$ cat config.mk
export PLATFORM = sky130hd
export DESIGN_NAME = rf_wb_arbiter
export DESIGN_NICKNAME = d
export VERILOG_FILES = /design/src/rtl/rf_wb_arbiter.sv
export SDC_FILE = /design/constraint.sdc
export NUM_CORES = 1
export LEC_CHECK = 0
export CORE_ASPECT_RATIO = 1.4
export CORE_UTILIZATION = 39
export CTS_CLUSTER_DIAMETER = 200
export CTS_CLUSTER_SIZE = 12
export DETAILED_ROUTE_END_ITERATION = 10
export GPL_TIMING_DRIVEN = 0
export PLACE_DENSITY = 0.82
export SLEW_MARGIN = 20
export SYNTH_ARGS = -nofsm -noshare
export SYNTH_HDL_FRONTEND = slang
export SYNTH_SLANG_ARGS = --single-unit
$ cat constraint.sdc
create_clock -name clk -period 2.6 [get_ports clk]
set_clock_uncertainty 0.2 [all_clocks]
set_input_delay 0.39 -clock clk [delete_from_list [all_inputs] [get_ports clk]]
set_output_delay 0.39 -clock clk [all_outputs]
set_load 0.005 [all_outputs]
$ cat src/rtl/rf_wb_arbiter.sv
// Register-file write-back arbiter: round-robin among EXU/LSU/CSR write requests,
// a one-cycle registered write port, and a per-register pending-write scoreboard.
module rf_wb_arbiter #(
    parameter int ADDR_WIDTH = 5,
    parameter int DATA_WIDTH = 32
) (
    input  logic                      clk,
    input  logic                      rst,
    input  logic [2:0]                req_valid,
    output logic [2:0]                req_ready,
    input  logic [3*ADDR_WIDTH-1:0]   req_waddr,
    input  logic [3*DATA_WIDTH-1:0]   req_wdata,
    input  logic                      sb_set,
    input  logic [ADDR_WIDTH-1:0]     sb_addr,
    input  logic                      flush,
    input  logic [ADDR_WIDTH-1:0]     raddr1,
    output logic                      raddr1_busy,
    output logic                      rf_wen,
    output logic [ADDR_WIDTH-1:0]     rf_waddr,
    output logic [DATA_WIDTH-1:0]     rf_wdata
);
    localparam int NREG = 1 << ADDR_WIDTH;

    // Handshake rule: requester i transfers on a rising edge when
    // req_valid[i] & req_ready[i]; ready never depends on the requester
    // holding its payload afterwards, since the payload is captured on that edge.
    logic [1:0]            last_q;
    logic [1:0]            grant_idx;
    logic [1:0]            cand;
    logic                  grant_any;
    logic                  hs;
    logic [ADDR_WIDTH-1:0] sel_addr;
    logic [DATA_WIDTH-1:0] sel_data;
    logic [NREG-1:0]       busy_q;
    logic [NREG-1:0]       busy_next;

    // Search starts one past the last granted requester and wraps 2 -> 0.
    always_comb begin
        grant_idx = 2'd0;
        grant_any = 1'b0;
        cand      = 2'd0;
        for (int k = 0; k < 3; k++) begin
            cand = 2'((int'(last_q) + 1 + k) % 3);
            if (!grant_any && req_valid[cand]) begin
                grant_any = 1'b1;
                grant_idx = cand;
            end
        end
    end

    always_comb begin
        req_ready = 3'b000;
        if (!rst && !flush && grant_any)
            req_ready[grant_idx] = 1'b1;
    end

    assign hs       = |req_ready;
    assign sel_addr = req_waddr[grant_idx*ADDR_WIDTH +: ADDR_WIDTH];
    assign sel_data = req_wdata[grant_idx*DATA_WIDTH +: DATA_WIDTH];

    // A new pending mark wins over a retiring write to the same register.
    always_comb begin
        busy_next = busy_q;
        if (rf_wen)
            busy_next[rf_waddr] = 1'b0;
        if (sb_set && (sb_addr != '0))
            busy_next[sb_addr] = 1'b1;
        busy_next[0] = 1'b0;
    end

    always_ff @(posedge clk) begin
        if (rst) begin
            rf_wen   <= 1'b0;
            rf_waddr <= '0;
            rf_wdata <= '0;
            last_q   <= 2'd2;
            busy_q   <= '0;
        end else begin
            rf_wen <= hs && (sel_addr != '0);
            if (hs) begin
                rf_waddr <= sel_addr;
                rf_wdata <= sel_data;
                last_q   <= grant_idx;
            end
            if (flush)
                busy_q <= '0;
            else
                busy_q <= busy_next;
        end
    end

    assign raddr1_busy = busy_q[raddr1];

endmodule

# Word-level counts from Yosys, hierarchy flattened

Index checks and enable logic that the tools add are counted.

Add/sub/neg operators: 3
Multiply operators: 1
Divide/modulo/power cells: 3
Magnitude comparators: 10
Shift operators: 2
Mux-type cells: 23
Bitwise operators: 3
Reduce and logical (&&, ||, !) cells: 17

Operators by type and width:

| kind                    | count |
|---|---|
| $mod A32 B3 Y32 const B | 3 |
| $shiftx A96 B8 Y32      | 1 |
| $mux W32                | 2 |
| $add A32 B2 Y32 const B | 1 |
| $and A32 B32 Y32        | 1 |
| $not A32 Y32            | 1 |
| $or A32 B32 Y32         | 1 |
| $lt A5 B6 Y1 const B    | 3 |
| $shiftx A15 B6 Y5       | 1 |
| $lt A2 B3 Y1 const B    | 4 |
| $demux W1 S5            | 2 |
| $ge A5 B1 Y1 const B    | 2 |
| $mux W1                 | 10 |
| $reduce_bool A5 Y1      | 2 |
| $logic_and A1 B1 Y1     | 9 |
| $bmux W1 S2             | 3 |
| $mux W2                 | 3 |
| $bmux W1 S5             | 1 |
| $mul A2 B3 Y5 const B   | 1 |
| $add A3 B2 Y4 const B   | 1 |
| $logic_not A1 Y1        | 4 |
| $add A2 B1 Y3 const B   | 1 |
| $mux W3                 | 1 |
| $reduce_or A3 Y1        | 1 |
| 3 further kinds         | 3 |

Register bits: 72
Input port bits: 128
Output and inout port bits: 42
Logic and storage cells: 68

# Longest topological paths before layout

Depth after elaboration: 18
Gate-level depth with buffers: 11
Gate-level depth less buffers: 9

# Worst setup path after synthesis

OpenSTA, ideal clock, no wires.

Kind: input-to-output
Start point: in raddr1[0]
End point: out raddr1_busy
Arrival: 2.074 ns
Data required time: 2.010 ns
Setup slack: -0.064 ns
Cell stages on the path: 4
Buffers on the path: 1
Path through: clkbuf_1 -> mux4_2 -> mux4_2 -> mux2_2

Longest elaborated chain between the ends: 2

RTL lines:

| what                          | RTL line | text |
|---|---|---|
| start, declared               | 16       | `input logic [ADDR_WIDTH-1:0] raddr1,` |
| $bmux W1 S5                   | 92       | `assign raddr1_busy = busy_q[raddr1];` |
| $mux W1 (not written as such) | 92       |  |
| end, declared                 | 17       | `output logic raddr1_busy,` |

Every way passes these cells. The select of a mux whose other input is x is not followed.

# Worst setup path after layout

Start point: reg last_q[1]
End point: out req_ready[0]

Longest elaborated chain between the ends: 16
Elaborated cells between the ends (all ways): 29
Those cells by class: add/sub: 3; div: 3; order compare: 2; mux: 15; reduce/logical: 6

RTL lines:

| what                                                     | RTL line | text |
|---|---|---|
| start, declared                                          | 27       | `logic [1:0] last_q;` |
| start signal, assigned                                   | 83       | `last_q <= grant_idx;` |
| $add A2 B1 Y3 *                                          | 43       | `cand = 2'((int'(last_q) + 1 + k) % 3);` |
| branches (longest 14 deep; another with $add A32 B2 Y32) | --       |  |
| $mux W3 *                                                | 53       | `if (!rst && !flush && grant_any)` |
| end, declared                                            | 10       | `output logic [2:0] req_ready,` |

Mark *: on every way between the ends. The select of a mux whose other input is x is not followed.

==> flow_summary.toml <==
[floorplan]
floorplan.initialDensity_pct = 40.62
io-pin-count = 170
floorplan.die.width_um = 88.51
die_h_um = 123.1
core.rowCount = 43
dieArea_mm2 = 0.01090
fp.coreArea_mm2 = 0.01006

[routing]
avgViaCountPerCell = 5.617
detailedRoute.firstPassIterationCount = 6
wire_per_inst_um = 18.39
ant_nets = 0
route.final.wire_length_mm = 15.21
remaining_drc_errors = 0
vias = 4645
drt_first_iter_violations = 281

[outcome]
outcome = "finished, violations left"
violations = "setup timing"

[worst_setup_path]
path_buf_inv = 5
crit_path_max_incr_delay_ns = 0.38
crit_family = "buffers and inverters"
critPathMaxFanout = 10
cp_cell_sequence = "ha_4 -> a21oi_4 -> a22oi_4 -> buf_4 -> buf_6 -> o31ai_4 -> buf_6 -> buf_8 -> nor3_4 -> buf_2"
startpoint_type = "register"
crit_required_ns = 2.01
arrival_ns = 2.36
critical-path-slowest-cell = "dfxtp_4"
category_of_the_critical_setup_timing_path = "reg -> out"
critical_path.endpoint_type = "output port"
crit_top_cell = "buf_6"

[cells_and_area]
finish.net_count = 819
fin_cells = 827
areaGrowthSynthToFinish_pct = 66.66
antennaDiodeCount = 0
drive_above_1_share_pct = 16.47
utilization_pct = 67.69
post-route-cell-area_mm2 = 0.006810

[logic_synthesis]
synthTopCellsByCount = "77 x nand2_1, 71 x dfxtp_1, 46 x nor2_1"
ys_ff_latch = 71
synth_most_common_cell = "nand2_1"
synth_top_area_share_pct = 34.78
post_synth.cell_area_avg_um2 = 8.426
synth-edff-count = 0
ys_dominant_reg_cell = "dfxtp_1"
seq_total_area_yosys_pct = 34.78
async_reset_ff_share_pct = 0
most_area_consuming_cells_after_synthesis = "dfxtp_1 35%, mux2i_1 9.1%, a211o_1 7.7%, nand3b_1 7.3%, nand2_1 7.1%"
postSynthCellCount = 485
post_synth_num_cell_types = 46
synth.largest_area_cell = "dfxtp_1"
syn_nets = 617
cell_area_synth_mm2 = 0.004086
synth_warnings = 0

[grt]
grt_max_degree = 13
number_of_global_route_vias_before_repair = 4801
grt_pass1_wl_mm = 23.37
grt.total_usage_pct = 28.34
number_of_antenna_violations_at_the_first_check_in_global_routing = 0
gr-total-overflow = 0

[sta]
slew_viol_final = 0
post-route-period-util_pct = 113.4
layout_min_cycle_time_ns = 2.949
tightest_pin_transition_ns = 0.9638
whs_ns = 0.2794
max-slew-margin-rel_pct = 35.61
hold_viol = 0
unrepaired_setup_endpoints_after_global_routing = "yes"
fin_ws_ns = -0.3489
setup_viol = 30
fmax_mhz = 339.1

[clock_tree]
clkSlewWorstSetupHoldPaths_ns = 0.05
tritoncts_clock_tree = "built"
clockRootBuffer = "clkbuf_16"
clock_sinks = 71
cts_buffer_depth = 2
ctsHtreeMaxLevel = 3
cts_inserted_buffers = 9
clk-insertion-delay-late_ns = 0.33

[power]
power-per-cell-area_mw_per_mm2 = 580.5
total_leakage_power_nw = 2.669
vdd_ir_drop_max_mv = 0.3541

[placed_design]
dp_hpwl_mm = 10.62
post-place-ws_ns = -0.9310
gp_routability_congestion = 0.9071
placedCellCount = 787
port_buffers = 167
dpl-instance-area_mm2 = 0.005928

[worst_hold_path]
worstHoldPathType = "reg -> reg"

[job]
number_of_violations_of_the_max_capacitance_limit = 0
## final timing paths
| path | start | to | slack [ns] | cells past startpoint |
|---|---|---|---|---|
| worst min register to register | rf_wdata[28]$_SDFFE_PP0P_ | rf_wdata[28]$_SDFFE_PP0P_ | 0.28 | 2 |
| worst max-delay path | last_q[1]$_SDFFE_PP1P_ | req_ready[0] | -0.35 | 10 |
| worst max register to register | last_q[1]$_SDFFE_PP1P_ | rf_wen$_SDFF_PP0_ | -0.26 | 11 |
| worst min-delay path | rf_wdata[28]$_SDFFE_PP0P_ | rf_wdata[28]$_SDFFE_PP0P_ | 0.28 | 2 |
## layout by cell type (no fill, tap or decap), drive strengths merged, types with 2 or more instances in the layout
cell / netlist / final
a211o: 36 / 36
a21o: 3 / 3
a21oi: 37 / 37
a22oi: 2 / 2
a311o: 2 / 2
and2: 2 / 2
and3: 2 / 2
and3b: 2 / 2
buf: 11 / 41
bufinv: 0 / 2
clkbuf: 26 / 35
clkdlybuf4s50: 0 / 161
clkinv: 0 / 2
dfxtp: 71 / 71
dlygate4sd2: 0 / 2
ha: 4 / 4
inv: 3 / 3
mux2: 2 / 2
mux2i: 37 / 37
mux4: 9 / 9
nand2: 77 / 77
nand2b: 4 / 4
nand3: 2 / 2
nand3b: 40 / 40
nor2: 47 / 47
nor3: 5 / 5
nor3b: 5 / 5
o21ai: 38 / 38
or3: 3 / 3
or3b: 3 / 3
## tightest hold or removal path, stage by stage (launching register included)
cell and delay (ns):
dfxtp_1 0.31, nand3b_1 0.08, nand2_1 0.05
## where the power goes
| group | internal [mW] | switching (mW) |
|---|---|---|
| combinational | 0.787 | 0.584 |
| sequential | 1.18 | 0.0701 |
| clock | 0.866 | 0.466 |
## through the flow
stage | power [mW] | setup TNS [ns]
2_1_floorplan | 1.786 | 0
6_report | 3.954 | -4.431
3_5_place_dp | 2.315 | -15.62
4_1_cts | 3.868 | -1.032
3_3_place_gp | 2.297 | -12.07
5_1_grt | 4.095 | -7.147
## sequential cells by signal, indices dropped and copies added (netlist names)
register and count:
rf_wdata 32, busy_q 31, rf_waddr 5, last_q 2
rf_wen 1
## cell type report
type | count | area (µm²)
well taps | 135 | 168.9
flip-flops and latches | 71 | 1430
clock inverters | 5 | 81.33
fillers | 757 | 3251
multi-input cells | 374 | 2680
repair buffers | 193 | 1928
inverters | 3 | 16.27
clock buffers | 11 | 242.7
plain buffers | 35 | 262.8
## cells by family (layout without fill, tap and decap cells)
group / count (synthesis) / count (layout) / synth area share (%)
multiplexers: 48 / 48 / 14.57
AND/OR/NAND/NOR: 195 / 195 / 23.98
flip-flops: 71 / 71 / 34.78
AO/OA/AOI/OAI: 127 / 127 / 20.91
buffers and inverters: 40 / 247 / 4.531
adder cells (fa/ha/maj): 4 / 4 / 1.225
## timing repair
item	in CTS	in global routing
setup buffers	17	6
pin swaps	40	8
hold buffers	0	0
setup endpoints to repair	44	40
cloned	3	0
gates resized for setup	94	24
## layer usage
| layer | global-route usage [%] | vias up | part of all wire (%) | routed length, µm |
|---|---|---|---|---|
| met5 | 0 | - | 0 | 0 |
| met4 | 16.13 | 0 | 3.8 | 578 |
| met3 | 6.208 | 51 | 8.0 | 1213 |
| met2 | 50.34 | 260 | 52 | 7951 |
| met1 | 30.49 | 2182 | 36 | 5465 |
| li1 | - | 2152 | - | - |
No activity file was read; power rests on OpenSTA's default activity.
